File: src/rtl/fir_xifu_pkg.sv
// Shared types for the FIR CV-X-IF extension unit: pipeline payloads, EX state
// encoding and small helpers used across stages.
package fir_xifu_pkg;

  typedef enum logic [1:0] {
    INSTR_LDTAP = 2'd0,
    INSTR_LDSAM = 2'd1,
    INSTR_STSAM = 2'd2
  } fir_xifu_instr_t;

  typedef struct packed {
    fir_xifu_instr_t instr;
    logic [31:0]     base;
    logic [11:0]     offset;
    logic            store;
    logic [4:0]      register;
  } fir_xifu_id2ex_t;

  typedef struct packed {
    logic [31:0] sample;
  } fir_xifu_ctrl2ex_t;

  typedef struct packed {
    fir_xifu_instr_t instr;
    logic [31:0]     next_addr;
    logic [4:0]      register;
  } fir_xifu_ex2wb_t;

  typedef enum logic [1:0] {
    IDLE = 2'd0,
    REQ  = 2'd1,
    OUT  = 2'd2
  } fir_xifu_ex_state_t;

  localparam logic [3:0] MEM_BE_WORD = 4'hF;

  function automatic logic [31:0] sext12(input logic [11:0] v);
    return {{20{v[11]}}, v};
  endfunction

endpackage

File: src/rtl/fir_xifu_ex.sv
// Execute stage of the FIR X-IF unit: holds one instruction, issues its single
// memory request, then presents the post-incremented address to WB.
module fir_xifu_ex
  import fir_xifu_pkg::*;
#(
  parameter int IdWidth = 4
) (
  input  logic                clk_i,
  input  logic                rst_ni,
  input  fir_xifu_id2ex_t     id2ex_i,
  input  logic [IdWidth-1:0]  id2ex_id_i,
  input  logic                id2ex_valid_i,
  output logic                id2ex_ready_o,
  input  fir_xifu_ctrl2ex_t   ctrl2ex_i,
  input  logic                kill_i,
  input  logic [IdWidth-1:0]  kill_id_i,
  output logic                mem_valid_o,
  input  logic                mem_ready_i,
  output logic [31:0]         mem_addr_o,
  output logic                mem_we_o,
  output logic [3:0]          mem_be_o,
  output logic [31:0]         mem_wdata_o,
  output logic [IdWidth-1:0]  mem_id_o,
  output fir_xifu_ex2wb_t     ex2wb_o,
  output logic [IdWidth-1:0]  ex2wb_id_o,
  output logic                ex2wb_valid_o,
  input  logic                ex2wb_ready_i,
  output logic                err_o
);

  fir_xifu_ex_state_t state_q, state_d;
  logic [31:0]        addr_q, wdata_q;
  logic               we_q, err_q;
  logic [IdWidth-1:0] id_q;
  fir_xifu_ex2wb_t    ex2wb_q;

  logic accept, misaligned, load, kill_hit;

  assign id2ex_ready_o = (state_q == IDLE) | ((state_q == OUT) & ex2wb_ready_i);
  assign accept        = id2ex_valid_i & id2ex_ready_o;
  assign misaligned    = id2ex_i.base[1:0] != 2'b00;
  assign load          = accept & ~misaligned;
  // A kill only withdraws a request the memory has not yet taken.
  assign kill_hit      = kill_i & (kill_id_i == id_q) & ~mem_ready_i;

  always_comb begin
    state_d = state_q;
    case (state_q)
      IDLE:    state_d = IDLE;
      REQ:     if (mem_ready_i) state_d = OUT;
               else if (kill_hit) state_d = IDLE;
      OUT:     if (ex2wb_ready_i) state_d = IDLE;
      default: state_d = IDLE;
    endcase
    if (load) state_d = REQ;
  end

  always_ff @(posedge clk_i or negedge rst_ni) begin
    if (!rst_ni) begin
      state_q <= IDLE;
      addr_q  <= '0;
      wdata_q <= '0;
      we_q    <= 1'b0;
      err_q   <= 1'b0;
      id_q    <= '0;
      ex2wb_q <= '0;
    end else begin
      state_q <= state_d;
      err_q   <= accept & misaligned;
      if (load) begin
        addr_q            <= id2ex_i.base;
        we_q              <= id2ex_i.store;
        wdata_q           <= (id2ex_i.instr == INSTR_STSAM) ? ctrl2ex_i.sample : 32'h0;
        id_q              <= id2ex_id_i;
        ex2wb_q.instr     <= id2ex_i.instr;
        ex2wb_q.register  <= id2ex_i.register;
        ex2wb_q.next_addr <= id2ex_i.base + sext12(id2ex_i.offset);
      end
    end
  end

  assign mem_valid_o   = state_q == REQ;
  assign mem_addr_o    = addr_q;
  assign mem_we_o      = we_q;
  assign mem_be_o      = MEM_BE_WORD;
  assign mem_wdata_o   = wdata_q;
  assign mem_id_o      = id_q;
  assign ex2wb_valid_o = state_q == OUT;
  assign ex2wb_o       = ex2wb_q;
  assign ex2wb_id_o    = id_q;
  assign err_o         = err_q;

endmodule

File: config.mk
export PLATFORM = sky130hd
export DESIGN_NAME = fir_xifu_ex
export DESIGN_NICKNAME = d
export VERILOG_FILES = /design/src/rtl/fir_xifu_pkg.sv /design/src/rtl/fir_xifu_ex.sv
export SDC_FILE = /design/constraint.sdc
export NUM_CORES = 1
export LEC_CHECK = 0
export ABC_AREA = 1
export BUFFER_PORTS_ARGS = -buffer_cell sky130_fd_sc_hd__buf_2
export CAP_MARGIN = 30
export CORE_MARGIN = 1.5
export CORE_UTILIZATION = 25
export DETAILED_ROUTE_END_ITERATION = 10
export GPL_ROUTABILITY_DRIVEN = 0
export PLACE_DENSITY = 0.52
export SYNTH_ARGS = -nofsm -noshare
export SYNTH_HDL_FRONTEND = slang
export SYNTH_SLANG_ARGS = --single-unit
File: constraint.sdc
create_clock -name clk_i -period 1.7 [get_ports clk_i]
set_clock_uncertainty 0.2 [all_clocks]
set_input_delay 0.34 -clock clk_i [delete_from_list [all_inputs] [get_ports clk_i]]
set_output_delay 0.34 -clock clk_i [all_outputs]
set_load 0.005 [all_outputs]
==> metrics.md <==
| Metric | Value |
|---|---|
| Setup-failing EPs final | `9` |
| Register bit total from synthesis | `roughly 110` |
| DR pass1 iterations | `4` |
| Post-DP HPWL | `16.4 mm` |
| Fraction of registers with async set/reset | `1.00` |
| Fmax achieved | `569 MHz` |
| Crit path launch | `id2ex_i[17]` |
| VDD IR max | `between 0.5 and 0.6 mV` |
| Cell variety after synth | `24` |
| Root Buffer | `clkbuf_16` |
| Final Hold Vio Count | `0` |
| # H-tree levels | `3` |
| Mean number of vias per cell | `~4.3` |
| CP Capture Type | `flip-flop` |
| Leak | `5.97 nW` |
| Vias post-DR | `about 7,000` |
| Critical Path Slowest Stage Cell | `ha_4` |
| Worst hold path class | `primary input to flip-flop` |
| Mapped Cells | `roughly 960` |
| Clock Path Buffers | `2` |
| Area of the multi-input gates | `approximately 4100 um2` |
| Hold_ws | `0.0120 ns` |
| Area Growth Syn to Fin | `61.5%` |
| Core Area | `about 26,000 um2` |
| Slew Limit Fails | `0` |
| Setup TNS | `-0.244 ns` |
| Syn. warnings | `0` |
| Total Nets Final | `approximately 1,400` |
| Row cnt | `between 50 and 60` |
| Crit path cell chain | `buf_12 > buf_12 > ha_4 > nand2_4 > buf_6 > buf_6 > nor3_4 > nand2_1 > nand2_2 > xnor2_2 > o21ai_1` |
| R2r startpoint | `state_q[1]$_DFFE_PN0P_` |
| Flop-to-flop setup slack | `-0.01 ns` |
| Final Cycle Share | `1.03` |
| I/O pins | `218` |
| Most frequent cell after synthesis | `nand2_1` |
| Die height | `approximately 170 um` |
| Cell Pwr Density | `846 nW/um2` |
| Starting density of the core | `0.254` |
| Setup crit start kind | `primary input` |
| RSZ-0062 raised after global routing | `true` |
| HP Start | `id2ex_i[49]` |
| Seq. cell area | `2780 um2` |
| PortBufs | `between 200 and 250` |
| WL final | `approximately 23 mm` |
| Placed instance area | `roughly 8900 um2` |
| CP Data Arrival Time | `~1.8 ns` |
| Met3 Use GR | `0.0274` |
| Max Cap Viol | `0` |
| Kind of critical path | `primary input to flip-flop` |
| Drt drc | `0` |
| 1st-iter DRT viols | `about 260` |
| Synthesized area | `6630 um2` |
| Post-synth top flop | `dfrtp_1` |
| Initial antenna violation count | `0` |
| Largest area contributor in the netlist | `dfrtp_1` |
| Share of cells above drive strength 1 | `0.381` |
| Seq/Total Area, Yosys | `0.419` |
| Clock sink count | `around 110` |
| Layer carrying the most global-route usage | `met2` |
| Ranking of synthesized cells by area | `dfrtp_1, nand2_1, inv_1` |
| Clk Latency, worst-skew pair | `approximately 0.36 ns` |
| Synthesized area per cell | `slightly below 7 um2` |
| CTS Buf Count | `9` |
| Pwr Total | `between 0.009 and 0.01 W` |
| Final WS setup | `-0.0584 ns` |
| Filler instances | `between 2,000 and 3,000` |
| Met1 usage | `0.217` |
| Synth cell count leaders | `nand2_1, inv_1, dfrtp_1` |
| Number of global-route vias before repair | `between 6,000 and 7,000` |
| DIE WIDTH | `166 um` |
| Status | `finished with violations` |
| Worst-path clk slew | `0.08 ns` |
| Post-synth EDFFs | `0` |
| Critical Path RT | `between 1.5 and 2 ns` |
| Crit Path Max Fanout | `5` |
| Overflow after GRT | `0` |
| Ant. Diodes | `0` |
| Die Area | `27,500 um2` |
| Total GRT Usage | `0.160` |
| Largest net degree at the start of global routing | `39` |
| Tmin final | `around 1.8 ns` |
| Post-DR wirelength/cell | `roughly 14 um` |
| Met2 usage | `0.260` |
| Violated checks | `setup timing` |
| Final ANT Viol Nets | `0` |
| Finished Cell Area | `10,700 um2` |
| CTS tree | `yes` |
| First-pass GRT wire length | `around 35 mm` |
| Top-area cell type share of the netlist area | `0.419` |
| CP max stage delay | `between 0.3 and 0.4 ns` |
-- path summary, 6_finish.rpt --
path	endpoint	depth (start not counted)
max	ex2wb_o[21]$_DFFE_PN0P_	11
min	mem_addr_o[31]$_DFFE_PN0P_	3
max reg2reg	ex2wb_o[23]$_DFFE_PN0P_	8
min reg2reg	mem_we_o$_DFFE_PN0P_	2
max in group asynchronous	ex2wb_o[25]$_DFFE_PN0P_	3
min in group asynchronous	ex2wb_o[4]$_DFFE_PN0P_	2
-- area by class of cell --
cell class	instances	area share
repair buffers	355	0.242
clock buffers	10	0.0223
clock inverters	6	0.00713
multi-input cells	699	0.386
inverters	118	0.0434
well taps	335	0.0391
flip-flops and latches	111	0.259
-- per-layer routing --
layer | vias up | share of wire
li1 | 3595 | -
met1 | 3209 | 0.48
met2 | 166 | 0.47
met3 | 22 | 0.036
met4 | 0 | 0.019
met5 | - | 0
-- metrics by stage --
stage | setup WS, ns | utilization | cells
global placement | -0.579 | 0.343 | 1566
finish | -0.0584 | 0.411 | 1634
floorplan | -0.105 | - | 962
detailed placement | -0.570 | 0.343 | 1566
CTS | -0.0275 | 0.390 | 1620
global route | -0.123 | 0.411 | 1634
-- flip-flops by register name, indices dropped and copies added, names as in the netlist --
| name | cells |
|---|---|
| state_q | 2 |
| mem_addr_o | 32 |
| ex2wb_id_o | 4 |
| err_o | 1 |
| ex2wb_o | 39 |
| mem_wdata_o | 32 |
| mem_we_o | 1 |
-- cell families (layout without fill, tap and decap cells) --
| family | Yosys count | count (layout) | share of synthesized area |
|---|---|---|---|
| XOR/XNOR | 20 | 20 | 0.0264 |
| flip-flops | 111 | 111 | 0.419 |
| AO/OA/AOI/OAI | 44 | 44 | 0.0353 |
| AND/OR/NAND/NOR | 599 | 599 | 0.361 |
| other | 1 | 4 | 0.000565 |
| adder cells (fa/ha/maj) | 32 | 32 | 0.0615 |
| buffers and inverters | 152 | 489 | 0.0968 |
-- where the power goes --
group | switching [W] | leakage, nW | internal, W | total [W]
registers | 0.000298 | 1.42 | 0.00319 | 0.00348
logic | 0.00166 | 4.40 | 0.00156 | 0.00321
clock network | 0.00115 | 0.149 | 0.00122 | 0.00236
-- timing repair --
action | 4_1_cts | 5_1_grt
endpoints found under the setup margin | 67 | 100
buffers inserted | 3 | 8
gates resized for setup | 100 | 98
pin swaps | 25 | 51
cloned | 2 | 6
hold buffers | 33 | 0
hold endpoints to repair | 54 | 0
-- cell usage in the layout, fill, tap and decap left out, types with 2 or more instances in the layout --
| cell | count |
|---|---|
| inv_2 | 6 |
| buf_16 | 4 |
| nor3_4 | 2 |
| nand2_2 | 46 |
| o21ai_1 | 6 |
| nand3b_1 | 4 |
| o21bai_1 | 3 |
| nor2_4 | 9 |
| ha_4 | 30 |
| inv_8 | 2 |
| conb_1 | 4 |
| nor3_2 | 2 |
| nand3_4 | 4 |
| clkbuf_16 | 14 |
| dfrtp_1 | 111 |
| a21oi_2 | 12 |
| inv_1 | 109 |
| buf_6 | 11 |
| o21ai_0 | 12 |
| nand3_2 | 12 |
| nor2_1 | 26 |
| buf_8 | 5 |
| nand3_1 | 62 |
| buf_2 | 209 |
| nand4_1 | 4 |
| buf_4 | 78 |
| nor2_2 | 9 |
| xor2_1 | 2 |
| nand2_4 | 15 |
| inv_4 | 2 |
| dlygate4sd3_1 | 33 |
| clkinvlp_4 | 2 |
| a21oi_1 | 9 |
| xnor2_2 | 4 |
| xnor2_1 | 14 |
| buf_12 | 10 |
| nand2_1 | 402 |
-- worst max-delay path, delay by kind of cell --
| kind | cells | cell delay (ns) |
|---|---|---|
| AOI/OAI and AO/OA | 1 | 0.08 |
| xor gates and xnor gates | 1 | 0.11 |
| adders and majority gates | 1 | 0.31 |
| buffers and inverters | 4 | 0.49 |
| and+or+nand+nor | 4 | 0.45 |
Power figures use the tool's default switching activity.
